## src/rtl/mult_div_unit.sv

```systemverilog
// Iterative 32x32 multiply / divide: Start accepted in IDLE, strobe in DONE, 34 busy cycles; Start ignored while Busy.
// MDU_MACC_EN: Op=100/101 finish with Madd/Msub instead of WriteEn (otherwise they act as MULT/MULTU).
module mult_div_unit (
  input  logic        Clk,
  input  logic        Reset_n,
  input  logic        Start,
  input  logic [2:0]  Op,
  input  logic [31:0] OperandA,
  input  logic [31:0] OperandB,
  output logic        Busy,
  output logic [31:0] WriteHiData,
  output logic [31:0] WriteLoData,
  output logic        WriteEn,
  output logic        Madd,
  output logic        Msub
);

  typedef enum logic [1:0] {IDLE, CALC, FIX, DONE} state_t;

  state_t      state_q;
  logic [4:0]  cnt_q;
  logic [31:0] hi_q, lo_q, opnd_q;
  logic        div_q, sign_a_q, sign_b_q, dz_q;
  logic        busy_q, we_q;
  logic [31:0] hi_out_q, lo_out_q;

  logic        accept, op_div, op_sgn;
  logic [31:0] a_abs, b_abs;
  logic [32:0] mul_sum, div_shift;
  logic [31:0] div_sub;
  logic        div_ge;
  logic [31:0] hi_step_d, lo_step_d, fix_hi_d, fix_lo_d;
  logic [63:0] prod, prod_neg;

  assign op_div = (Op[2:1] == 2'b01);
`ifdef MDU_MACC_EN
  assign op_sgn = Op[2] | ~Op[0];
`else
  assign op_sgn = ~Op[0];
`endif
  assign accept = (state_q == IDLE) && Start && !(Op[2] && Op[1]);
  assign a_abs  = (op_sgn && OperandA[31]) ? -OperandA : OperandA;
  assign b_abs  = (op_sgn && OperandB[31]) ? -OperandB : OperandB;

  // hi_q/lo_q hold {partial product, multiplier} or {remainder, dividend/quotient}
  assign mul_sum   = {1'b0, hi_q} + (lo_q[0] ? {1'b0, opnd_q} : 33'd0);
  assign div_shift = {hi_q, lo_q[31]};
  assign div_ge    = (div_shift >= {1'b0, opnd_q});
  assign div_sub   = div_shift[31:0] - opnd_q;
  assign prod      = {hi_q, lo_q};
  assign prod_neg  = -prod;

  always_comb begin
    hi_step_d = mul_sum[32:1];
    lo_step_d = {mul_sum[0], lo_q[31:1]};
    fix_hi_d  = hi_q;
    fix_lo_d  = lo_q;
    if (div_q) begin
      hi_step_d = div_ge ? div_sub : div_shift[31:0];
      lo_step_d = {lo_q[30:0], div_ge};
      // a zero divisor leaves |A| in hi; undoing |.| restores the raw dividend
      fix_hi_d  = sign_a_q ? -hi_q : hi_q;
      fix_lo_d  = ((sign_a_q ^ sign_b_q) && !dz_q) ? -lo_q : lo_q;
    end else if (sign_a_q ^ sign_b_q) begin
      fix_hi_d  = prod_neg[63:32];
      fix_lo_d  = prod_neg[31:0];
    end
  end

`ifdef MDU_MACC_EN
  logic madd_op_q, msub_op_q, madd_q, msub_q;
  assign Madd = madd_q;
  assign Msub = msub_q;
`else
  assign Madd = 1'b0;
  assign Msub = 1'b0;
`endif

  always_ff @(posedge Clk) begin
    if (!Reset_n) begin
      state_q  <= IDLE;
      cnt_q    <= 5'd0;
      hi_q     <= 32'd0;
      lo_q     <= 32'd0;
      opnd_q   <= 32'd0;
      div_q    <= 1'b0;
      sign_a_q <= 1'b0;
      sign_b_q <= 1'b0;
      dz_q     <= 1'b0;
      busy_q   <= 1'b0;
      we_q     <= 1'b0;
      hi_out_q <= 32'd0;
      lo_out_q <= 32'd0;
`ifdef MDU_MACC_EN
      madd_op_q <= 1'b0;
      msub_op_q <= 1'b0;
      madd_q    <= 1'b0;
      msub_q    <= 1'b0;
`endif
    end else begin
      case (state_q)
        IDLE: begin
          if (accept) begin
            state_q  <= CALC;
            busy_q   <= 1'b1;
            cnt_q    <= 5'd0;
            div_q    <= op_div;
            sign_a_q <= op_sgn & OperandA[31];
            sign_b_q <= op_sgn & OperandB[31];
            dz_q     <= (OperandB == 32'd0);
            hi_q     <= 32'd0;
            opnd_q   <= op_div ? b_abs : a_abs;
            lo_q     <= op_div ? a_abs : b_abs;
`ifdef MDU_MACC_EN
            madd_op_q <= (Op == 3'b100);
            msub_op_q <= (Op == 3'b101);
`endif
          end
        end
        CALC: begin
          hi_q  <= hi_step_d;
          lo_q  <= lo_step_d;
          cnt_q <= cnt_q + 5'd1;
          if (cnt_q == 5'd31) state_q <= FIX;
        end
        FIX: begin
          state_q  <= DONE;
          hi_out_q <= fix_hi_d;
          lo_out_q <= fix_lo_d;
`ifdef MDU_MACC_EN
          we_q     <= ~(madd_op_q | msub_op_q);
          madd_q   <= madd_op_q;
          msub_q   <= msub_op_q;
`else
          we_q     <= 1'b1;
`endif
        end
        DONE: begin
          state_q <= IDLE;
          busy_q  <= 1'b0;
          we_q    <= 1'b0;
`ifdef MDU_MACC_EN
          madd_q  <= 1'b0;
          msub_q  <= 1'b0;
`endif
        end
        default: state_q <= IDLE;
      endcase
    end
  end

  assign Busy        = busy_q;
  assign WriteEn     = we_q;
  assign WriteHiData = hi_out_q;
  assign WriteLoData = lo_out_q;

endmodule

```

## config.mk

```make
export PLATFORM = sky130hd
export DESIGN_NAME = mult_div_unit
export DESIGN_NICKNAME = d
export VERILOG_FILES = /design/src/rtl/mult_div_unit.sv
export SDC_FILE = /design/constraint.sdc
export NUM_CORES = 1
export LEC_CHECK = 0
export ABC_AREA = 1
export ABC_CLOCK_PERIOD_IN_PS = 3130
export CAP_MARGIN = 10
export CELL_PAD_IN_SITES_DETAIL_PLACEMENT = 1
export CELL_PAD_IN_SITES_GLOBAL_PLACEMENT = 1
export CORE_AREA = 2 2 216 218
export DETAILED_ROUTE_END_ITERATION = 10
export DIE_AREA = 0 0 218 220
export PLACE_DENSITY = 0.76
export RECOVER_POWER = 25
export SYNTH_ARGS = -nofsm -noshare
export SYNTH_HDL_FRONTEND = slang
export SYNTH_SLANG_ARGS = --single-unit
```

## constraint.sdc

```tcl
create_clock -name Clk -period 3.13 [get_ports Clk]
set_clock_uncertainty 0.05 [all_clocks]
set_input_delay 0.939 -clock Clk [delete_from_list [all_inputs] [get_ports Clk]]
set_output_delay 0.939 -clock Clk [all_outputs]
set_load 0.02 [all_outputs]
```

-- After elaboration in Yosys (flattened, before gate mapping)
Cells that the tools add are included.
Widths: inputs -> output; s select.
- input port bits: 70
- word-level logic and storage cells: 76
- bits in registers: 173
- output and inout port bits: 68
- bitwise logic cells: 4
- equality and inequality tests: 7
- magnitude comparators: 1
- reductions and logical operators: 17
- mux-type cells: 26
- add/subtract/negate cells: 8
- operators with widths (kind ; count):
    $mux 32 ; 16
    $neg 32->32 ; 4
    $pmux 32 s2 ; 2
    $neg 64->64 ; 1
    $add 32x32->33 ; 1
    $ge 33x32->1 ; 1
    $logic_not 32->1 ; 1
    $sub 32x32->32 ; 1
    $pmux 5 s2 ; 1
    $pmux 2 s4 ; 1
    $reduce_and 2->1 ; 4
    $logic_and 1x1->1 ; 6
    $reduce_bool 2->1 ; 3
    $add 5x1->5 const B ; 1
    $eq 5x5->1 const B ; 1
    $mux 5 ; 1
    $eq 2x1->1 const B ; 2
    $eq 2x2->1 const B ; 2
    $mux 2 ; 2
    $ne 2x2->1 const B ; 2
    $pmux 1 s2 ; 2
    $and 1x1->1 ; 2
    $logic_not 1->1 ; 2
    $logic_not 2->1 ; 1
    3 further kinds ; 3

-- Logic depth before layout (Yosys ltp)
Gate-level depths: netlist (run 1).
- depth in word-level cells: 6
- gate-level depth with buffers: 19
- gate-level depth less buffers: 17

-- Least setup slack after synthesis (run 1)
Ideal clock, no wire load.
- path kind: input to register
- from: input port OperandA[0]
- to: register opnd_q[22]
- data required time: 2.967 ns
- path slack: 0.692 ns
- buffers on the path: 0
- stages on the path: 12
- arrival time: 2.275 ns
- setup time: 0.113 ns
- path through: inv_1 > ha_1 > nand3_1 > nor2_1 > nand3_1 > o21ai_2 > nand2_1 > xor2_1 > nand2_1 > o21ai_0 > o21ai_1 > inv_1
- word-level cells in the longest chain between the ends: 3
- ends and longest elaborated chain (item ; line ; RTL):
    from (decl) ; 8 ; input logic [31:0] OperandA,
    $neg 32->32 ; 42 ; assign a_abs = (op_sgn && OperandA[31]) ? -OperandA : OperandA;
    $mux 32 ; 42 ;
    $mux 32 ; 112 ; opnd_q <= op_div ? b_abs : a_abs;
    to (signal assigned) ; 112 ;
    to (decl) ; 22 ; logic [31:0] hi_q, lo_q, opnd_q;
No other way between the ends.
A chain may end at the register's enable or synchronous reset.

-- Worst setup path after layout (run 1)
- from: register opnd_q[22]
- to: register hi_q[27]
- word-level cells in the longest chain between the ends: 4
- elaborated cells on any way between the ends: 7
- those cells by class: add/sub: 2; order compare: 1; mux: 4
- ends and longest elaborated chain (item ; line ; RTL):
    $mux 32, or another cell as far along ; 46 ; assign mul_sum = {1'b0, hi_q} + (lo_q[0] ? {1'b0, opnd_q} : 33'd0);
    $add 32x32->33 / $mux 32 (equally long branches) ; 46, 59 ;
    $mux 32 (*) ; 58 ; if (div_q) begin
    $pmux 32 s2 (*) ; 101 ; case (state_q)
    to (signal assigned) ; 121 ; hi_q <= hi_step_d;
    to (decl) ; 22 ;
Every way passes the cells marked *; elsewhere a longest branch is shown, timed or not.

==> run_results.csv, run 1 <==
group,metric,value,unit
run_status,result_of_the_run,"finished with violations",
run_status,failed_checks,"max-capacitance violations",
flow_run,max-cap-violations,1,
global_route,track_usage,36.2,%
cts,clock_tree_from_tritoncts,"yes",
drt,vias_per_cell,5.51,
logic_synthesis,synth_top_flop_cell,"sky130_fd_sc_hd__dfxtp_1",
placed_design,gp_routability_congestion,0.978,
floorplan,design.die.area,48000,µm²
finish,finish.instance_area,21500,µm²
pwr,vdd.ir_drop.worst,0.833,mV
logic_synthesis,syn-cell-area,18100,µm²
sta,timing_worst_slew_pin_value,1500,ps
cts,clockBufferDepth,2,
global_route,grt_pass1_vias,22400,
min_path,hold_path_class,"reg2reg",
placed_design,placement.io_buffers,135,
finish,drive_gt1_share,6.57,%
floorplan,die_h,220,µm
drt,drt_pass_1_iters,5,
floorplan,design.portCount,138,
drt,drc_errors,0,
setup_path,timing.critical_path.from_type,"flip-flop",
cts,cts.sink_count,173,
setup_path,worstPathMaxFanout,18,
global_route,grt_start_max_net_pins,102,
pwr,leakage,11.1,nW
global_route,grt_first_pass_wirelength,131,mm
cts,clock_tree.root_cell,"sky130_fd_sc_hd__clkbuf_16",
cts,cts.reportedPaths.clkPinSlew,80,ps
global_route,grt_util_met2,58.8,%
sta,timing.final.hold_violations,0,
sta,drv_slew,0,
cts,clock_tree.htree_level_count,4,
logic_synthesis,synthCells,3317,
drt,via_count,22600,
floorplan,start_util,39.5,%
setup_path,data_required_critical_path,3510,ps
floorplan,core_area,45900,µm²
drt,antenna_violating_nets_post_route,0,
logic_synthesis,synth-edff-count,0,
pwr,power_per_cell_area,839,nW/µm²
setup_path,worst_path_max_delay_cell,"sky130_fd_sc_hd__dfxtp_1",
setup_path,worstSetupPathType,"reg2reg",
logic_synthesis,syn_avg_cell_area,5.47,µm²
global_route,globalRoute.busiestLayer,"met2",
sta,max_slew_margin,0.164,%
sta,fin_crit_sh,96.4,%
global_route,initial_antenna_violation_count,1,
drt,route.final.wire_length,87.7,mm
cts,cts_made_buffers,17,
setup_path,ordered_cell_list_for_the_critical_path,"inv_1 > ha_1 > nand2_1 > nor2_2 > nand2_1 > a21oi_2 > nor2_8 > nand2_8 > buf_4 > nand3_1 > nand2_1 > nand2_1 > a21oi_1",
cts,worstSkewPairLatency,510,ps
logic_synthesis,synthArstFlopShare,0,%
logic_synthesis,synth.lib_cells_used.distinct,49,
global_route,overflow,0,
floorplan,floorplan.rows,79,
sta,shortest_period_the_worst_path_allows,3020,ps
finish,final_nets,3635,
finish,area_growth,18.4,%
floorplan,fp.dieW,218,µm
global_route,global_route.usage.met1,47.1,%
setup_path,arrival,3400,ps
sta,whs,438,ps
drt,first_iter_violations,1658,
placed_design,dp.final_hpwl,71.8,mm
sta,fmax,0.332,GHz
setup_path,endpoint_kind,"flip-flop",
logic_synthesis,yosysWarnings,0,
setup_path,critPathMaxStageDelay,510,ps
sta,setup_viol_count_final,0,
logic_synthesis,ys_seq_area_share,19.1,%
finish,diodes,0,
logic_synthesis,synth_seq_cells,173,
placed_design,dpl_cell_area,20900,µm²
setup_path,crit_path_frequent_cell,"sky130_fd_sc_hd__nand2_1",
sta,rsz_0062_raised_after_global_routing,"false",
global_route,grt.met3_usage,5.80,%
drt,routed_wire_length_per_instance,21.4,µm
metrics by stage:
step	std cells	setup slack [ps]	total power, mW	TNS (ps)	util (%)
after floorplan	3318	692	10.9	0	-
after global placement	4076	-124	15.2	-408	45.5
after detailed placement	4076	-214	15.5	-1660	45.5
after CTS	4108	117	17.9	0	46.9
after global routing	4108	20.6	19.3	0	46.8
final	4108	113	18.0	0	46.8
per-layer routing:
layer  vias to the layer above  wire length (µm)
met2                       761             39700
met5                         -                12
met3                       164              6090
met1                     10800             38000
met4                         2              3960
li1                      10900                 -
sequential cells by signal, indices dropped and copies added, names as in the netlist, 2 cells and up:
signal and flops:
WriteHiData 32, WriteLoData 32, hi_q 32, lo_q 32, opnd_q 32, cnt_q 5
state_q 2
synth_stat cells (all sizes together) (2+ instances only):
master | instances | area share (%)
o21ai | 236 | 6.5
buf | 52 | 1.5
or2 | 12 | 0.41
o211ai | 31 | 1.3
a31oi | 17 | 0.59
a21oi | 211 | 5.8
and2 | 4 | 0.14
o221ai | 5 | 0.24
nand3 | 309 | 8.6
clkbuf | 69 | 1.4
inv | 534 | 11
a22oi | 5 | 0.21
a21boi | 2 | 0.083
a21o | 6 | 0.25
nor2 | 373 | 8.1
nand2 | 988 | 21
o21bai | 15 | 0.62
xor2 | 79 | 3.8
nor3 | 46 | 1.5
nand3b | 14 | 0.58
nand4 | 38 | 1.3
o22ai | 2 | 0.069
dfxtp | 173 | 19
nor4 | 4 | 0.14
clkinv | 2 | 0.041
fa | 2 | 0.22
xnor2 | 8 | 0.39
ha | 75 | 5.2
a211oi | 2 | 0.083
worst max-delay path: cells and delay by family (launching register included):
family	cells	cell delay, ps
AO/OA/AOI/OAI	2	380
adder cells (fa/ha/maj)	1	430
buffers and inverters	2	420
flip-flops	1	510
AND/OR/NAND/NOR	8	1120
path summary, 6_finish.rpt:
path               from        to  slack [ps]  cells past startpoint
min             WriteEn   WriteEn         440                      2
min reg2reg     WriteEn   WriteEn         440                      2
max reg2reg  opnd_q[22]  hi_q[27]         110                     13
max          opnd_q[22]  hi_q[27]         110                     13
placed cells by master, fill, tap and decap left out, drive strengths merged, types with 17 or more instances in the layout:
| cell | Yosys | final |
|---|---|---|
| clkdlybuf4s50 | 0 | 121 |
| buf | 52 | 130 |
| nand4 | 38 | 38 |
| nand3 | 309 | 309 |
| clkbuf | 69 | 26 |
| o211ai | 31 | 31 |
| nor2 | 373 | 373 |
| a31oi | 17 | 17 |
| ha | 75 | 75 |
| nor3 | 46 | 46 |
| xor2 | 79 | 79 |
| o21ai | 236 | 236 |
| dfxtp | 173 | 173 |
| nand2 | 988 | 988 |
| inv | 534 | 540 |
| a21oi | 211 | 211 |
cell families after synthesis:
logic type,share of synthesized area [%]
simple gates,41.5
fa+ha+maj,5.39
xor+xnor,4.20
buf+inv,14.0
other cells,0.0207
flops,19.1
compound gates,15.8
final cells by class:
type	instances	area, µm²
clock buffer	18	439
clock inverter	14	198
fill	6538	24400
inverter	536	2010
multi-input combinational	2488	12200
sequential	173	3470
tap	607	759
timing repair buffer	272	2450
timing repair:
action	4_1_cts	5_1_grt
endpoints found under the setup margin	0	8
resized for setup	0	2
setup buffers	0	0
hold buffers	0	0
where the power goes:
group / total (mW) / internal (mW) / leakage, nW / switching, mW
sequential: 3.47 / 2.82 / 1.42 / 0.650
clock: 2.39 / 1.24 / 0.303 / 1.15
combinational: 12.2 / 3.81 / 9.36 / 8.35
total: 18.0 / 7.87 / 11.1 / 10.1
Note: power is estimated with default switching activity, not from simulation.
==> run 2, diff against run 1 <==
- PLACE_DENSITY: 0.76 -> unset
- PLACE_DENSITY_LB_ADDON: unset -> 0.12
==> run_results.csv, run 2 (synthesis results as in run 1) <==
group,metric,value,unit
floorplan,start_util,39.5,%
pwr,finalPower,18.2,mW
global_route,grt_first_pass_wirelength,132,mm
sta,timing.final.hold_violations,0,
finish,final.fill_count,6583,
drt,antenna_violating_nets_post_route,0,
setup_path,setup.reg_to_reg.worst_slack,180,ps
drt,drt_pass_1_iters,5,
min_path,timing.hold.worst_endpoint,"WriteEn",
run_status,result_of_the_run,"completed",
floorplan,core_area,45900,µm²
placed_design,dp.final_hpwl,71.7,mm
cts,clockBufferDepth,2,
pwr,leakage,11.2,nW
sta,setup_viol_count_final,0,
setup_path,worst_setup_path_startpoint,"lo_q[0]",
cts,clock_tree_from_tritoncts,"yes",
setup_path,timing.rr.end,"hi_q[22]",
global_route,track_usage,36.2,%
placed_design,placement.io_buffers,135,
floorplan,floorplan.rows,79,
sta,max_slew_margin,12.9,%
min_path,hp-start,"WriteEn",
pwr,vdd.ir_drop.worst,0.539,mV
sta,drv_slew,0,
global_route,grt_pass1_vias,22400,
setup_path,worst_r2r_startpoint,"lo_q[0]",
cts,cts_made_buffers,17,
floorplan,design.die.area,48000,µm²
drt,first_iter_violations,1728,
sta,rsz_0062_raised_after_global_routing,"false",
finish,diodes,0,
floorplan,fp.dieW,218,µm
finish,mostFrequentLayoutCells,"sky130_fd_sc_hd__nand2_1 (979), sky130_fd_sc_hd__inv_1 (518), sky130_fd_sc_hd__nor2_1 (350)",
setup_path,timing.reg2reg.worst_path_depth,16,
finish,layout.core_utilization,47.4,%
drt,routed_wire_length_per_instance,21.2,µm
setup_path,timing.critical_path.from_type,"flip-flop",
global_route,initial_antenna_violation_count,0,
setup_path,worstPathMaxFanout,18,
floorplan,design.portCount,138,
cts,cts.reportedPaths.clkPinSlew,80,ps
drt,vias_per_cell,5.52,
cts,worstSkewPairLatency,510,ps
pwr,power_per_cell_area,834,nW/µm²
global_route,overflow,0,
placed_design,gp_routability_congestion,1.00,
cts,cts.repair_timing.setup_buffer_count,0,
floorplan,die_h,220,µm
sta,shortest_period_the_worst_path_allows,2950,ps
sta,timing_worst_slew_pin_value,1310,ps
cts,clock_tree.root_cell,"sky130_fd_sc_hd__clkbuf_16",
sta,whs,440,ps
finish,drive_gt1_share,7.43,%
setup_path,endpoint_kind,"flip-flop",
setup_path,worstSetupPathType,"reg2reg",
cts,cts.sink_count,173,
setup_path,data_required_critical_path,3480,ps
drt,via_count,22800,
drt,drc_errors,0,
cts,clock_tree.htree_level_count,4,
finish,area_growth,19.9,%
setup_path,arrival,3300,ps
sta,fin_crit_sh,94.2,%
sta,totalNegativeSetupSlack,0,ps
global_route,grt_start_max_net_pins,118,
finish,final_nets,3662,
min_path,instance_count_along_the_most_critical_hold_path,2,
drt,route.final.wire_length,87.7,mm
finish,most_common_cell_after_layout_fill_and_taps_aside,"sky130_fd_sc_hd__nand2_1",
sta,fmax,0.339,GHz
min_path,hold_path_class,"reg2reg",
flow_run,max-cap-violations,0,
[run 2: cell type report]
cell class	instances	area [µm²]	share of cell area, %
Sequential cell	173	3470	15.9
Tap cell	607	759	3.49
Multi-Input combinational cell	2488	12200	55.9
Clock buffer	17	425	1.96
Inverter	536	2010	9.25
Clock inverter	15	221	1.02
Timing Repair Buffer	299	2710	12.5
[run 2: critical path: stages (launching register included)]
cell                      delay [ps]
sky130_fd_sc_hd__dfxtp_2         430
sky130_fd_sc_hd__buf_4           280
sky130_fd_sc_hd__nand2_1          80
sky130_fd_sc_hd__inv_1           130
sky130_fd_sc_hd__ha_1            320
sky130_fd_sc_hd__or2_2           320
sky130_fd_sc_hd__nand3_1         120
sky130_fd_sc_hd__nand2_1         110
sky130_fd_sc_hd__nand2_1         140
sky130_fd_sc_hd__nand2_1         150
sky130_fd_sc_hd__nand2_1         120
sky130_fd_sc_hd__nand3_1          70
sky130_fd_sc_hd__nand3_1         140
sky130_fd_sc_hd__nand2_1          60
sky130_fd_sc_hd__inv_1            70
sky130_fd_sc_hd__nand2_1          60
sky130_fd_sc_hd__a21oi_1         190
[run 2: stage by stage]
step                      setup WS [ps]  instance area, µm²  instances
after floorplan                     692               18100       3318
after global placement             -424               21100       4103
after detailed placement           -444               21100       4103
after CTS                          28.8               21800       4135
after global routing               30.1               21800       4135
final                               181               21800       4135
[run 2: how the worst max path moves through the flow]
| stage | to | slack (ps) | depth (start not counted) |
|---|---|---|---|
| floorplan | opnd_q[22] | 690 | 12 |
| global placement | lo_q[25] | -420 | 13 |
| detailed placement | lo_q[25] | -440 | 13 |
| CTS | hi_q[23] | 30 | 14 |
| global route | hi_q[28] | 30 | 15 |
| finish | hi_q[22] | 180 | 16 |
[run 2: what timing repair did]
item                                    in CTS  in global routing
endpoints found under the setup margin       0                 17
resized for setup                            0                  5
hold buffers                                 0                  0
[run 2: where the power goes]
part           internal, mW  switching (mW)  total (mW)
Sequential             2.82           0.674        3.49
Combinational          3.91            8.30        12.2
Clock                  1.30            1.14        2.44
Total                  8.03            10.1        18.2
[run 2: metal layers]
| layer | vias up | wire, µm | GRT usage [%] |
|---|---|---|---|
| li1 | 10900 | - | - |
| met1 | 10900 | 38600 | 48.1 |
| met2 | 809 | 39000 | 57.9 |
| met3 | 153 | 5690 | 4.98 |
| met4 | 0 | 4340 | 17.2 |
| met5 | - | 0 | 0 |
==> run 3, diff against run 2 <==
- PLACE_DENSITY: unset -> 0.87
- PLACE_DENSITY_LB_ADDON: 0.12 -> unset
==> run_results.csv, run 3 (synthesis results as in run 1) <==
group,metric,value,unit
run_status,result_of_the_run,"completed",
drt,via_count,22800,
sta,fin_crit_sh,96.5,%
drt,routed_wire_length_per_instance,20.1,µm
finish,layout.core_utilization,46.4,%
global_route,overflow,0,
cts,cts_made_buffers,17,
cts,worstSkewPairLatency,500,ps
cts,clock_tree.htree_level_count,4,
sta,rsz_0062_raised_after_global_routing,"false",
setup_path,arrival,3410,ps
floorplan,fp.dieW,218,µm
drt,antenna_violating_nets_post_route,0,
min_path,instance_count_along_the_most_critical_hold_path,2,
drt,route.final.wire_length,82.2,mm
pwr,power_per_cell_area,828,nW/µm²
finish,mostFrequentLayoutCells,"sky130_fd_sc_hd__nand2_1 (980), sky130_fd_sc_hd__inv_1 (519), sky130_fd_sc_hd__nor2_1 (352)",
cts,cts.reportedPaths.clkPinSlew,80,ps
sta,setup_viol_count_final,0,
sta,timing_worst_slew_pin_value,1260,ps
global_route,initial_antenna_violation_count,0,
finish,final.fill_count,6626,
setup_path,timing.critical_path.from_type,"primary input",
setup_path,timing.reg2reg.worst_path_depth,15,
cts,clock_tree_from_tritoncts,"yes",
floorplan,die_h,220,µm
floorplan,start_util,39.5,%
finish,layout.cells.non_filler,4090,
sta,whs,425,ps
cts,clockBufferDepth,2,
drt,drc_errors,0,
setup_path,critPathMaxStageDelay,870,ps
placed_design,placed_cells_incl_taps,4059,
floorplan,floorplan.rows,79,
placed_design,dp.final_hpwl,66.5,mm
sta,fmax,0.331,GHz
finish,most_common_cell_after_layout_fill_and_taps_aside,"sky130_fd_sc_hd__nand2_1",
min_path,hold_path_class,"reg2reg",
global_route,grt_first_pass_wirelength,127,mm
finish,area_growth,17.3,%
setup_path,worstPathMaxFanout,16,
floorplan,design.portCount,138,
finish,final_nets,3618,
sta,shortest_period_the_worst_path_allows,3020,ps
setup_path,worst_path_max_delay_cell,"sky130_fd_sc_hd__clkbuf_1",
placed_design,gp_routability_congestion,1.00,
pwr,leakage,11.0,nW
finish,diodes,0,
floorplan,design.die.area,48000,µm²
drt,vias_per_cell,5.58,
sta,timing.final.hold_violations,0,
sta,drv_slew,0,
drt,drt_pass_1_iters,6,
drt,first_iter_violations,2240,
setup_path,data_required_critical_path,3510,ps
flow_run,max-cap-violations,0,
finish,drive_gt1_share,6.14,%
sta,max_slew_margin,15.8,%
global_route,grt_pass1_vias,22400,
cts,cts.sink_count,173,
cts,cts.repair_timing.setup_buffer_count,0,
floorplan,core_area,45900,µm²
setup_path,endpoint_kind,"flip-flop",
setup_path,ordered_cell_list_for_the_critical_path,"dlygate4sd3_1 > nand2_1 > nand3_1 > clkbuf_2 > clkbuf_1 > o21ai_0 > a21oi_1",
cts,clock_tree.root_cell,"sky130_fd_sc_hd__clkbuf_16",
placed_design,placement.io_buffers,135,
global_route,track_usage,34.4,%
setup_path,worstSetupPathType,"in2reg",
global_route,grt_start_max_net_pins,118,
pwr,vdd.ir_drop.worst,0.549,mV
==> run 3: where the power goes <==
part,switching (mW),internal (mW)
Sequential,0.724,2.82
Clock,1.13,1.06
Combinational,8.14,3.74
Total,10.0,7.62
==> run 3: critical path, delay by kind of cell <==
kind	cells	cell delay, ps
buf+inv	3	1780
simple gates	2	140
compound gates	2	530
==> run 3: layout make-up <==
cell class	count	area [µm²]	area share (%)
Clock inverter	14	155	0.729
Sequential cell	173	3470	16.3
Timing Repair Buffer	255	2300	10.8
Tap cell	607	759	3.57
Clock buffer	17	425	2.00
Multi-Input combinational cell	2488	12100	57.1
Inverter	536	2010	9.46
==> run 3: worst paths after layout <==
path	from	end	slack [ps]
setup / recovery	Op[2]	sign_b_q	110
hold / removal	sign_b_q	sign_b_q	420
setup reg to reg	opnd_q[29]	hi_q[25]	190
hold reg to reg	sign_b_q	sign_b_q	420
==> run 3: routing by layer <==
layer | routed length [µm] | vias up | share of wire [%] | track usage [%]
met1 | 35200 | 10800 | 43 | 45.0
met5 | 0 | - | 0 | 0
met3 | 5920 | 217 | 7.2 | 4.54
met4 | 4800 | 0 | 5.8 | 19.7
met2 | 36300 | 970 | 44 | 54.3
li1 | - | 10800 | - | -
==> run 3: what timing repair did <==
item                                   CTS  global route
hold buffers                             0             0
endpoints found under the hold margin    0             0
setup endpoints to repair                0            14
resized for setup                        0             3
==> run 3: metrics by stage <==
stage / setup slack, ps / TNS, ps / area (µm²) / power [mW]
finish: 109 / 0 / 21300 / 17.6
global route: 40.9 / 0 / 21300 / 18.9
CTS: 129 / 0 / 21300 / 17.4
floorplan: 692 / 0 / 18100 / 10.9
detailed placement: -30.0 / -64.7 / 20700 / 15.2
global placement: 48.3 / 0 / 20700 / 14.9
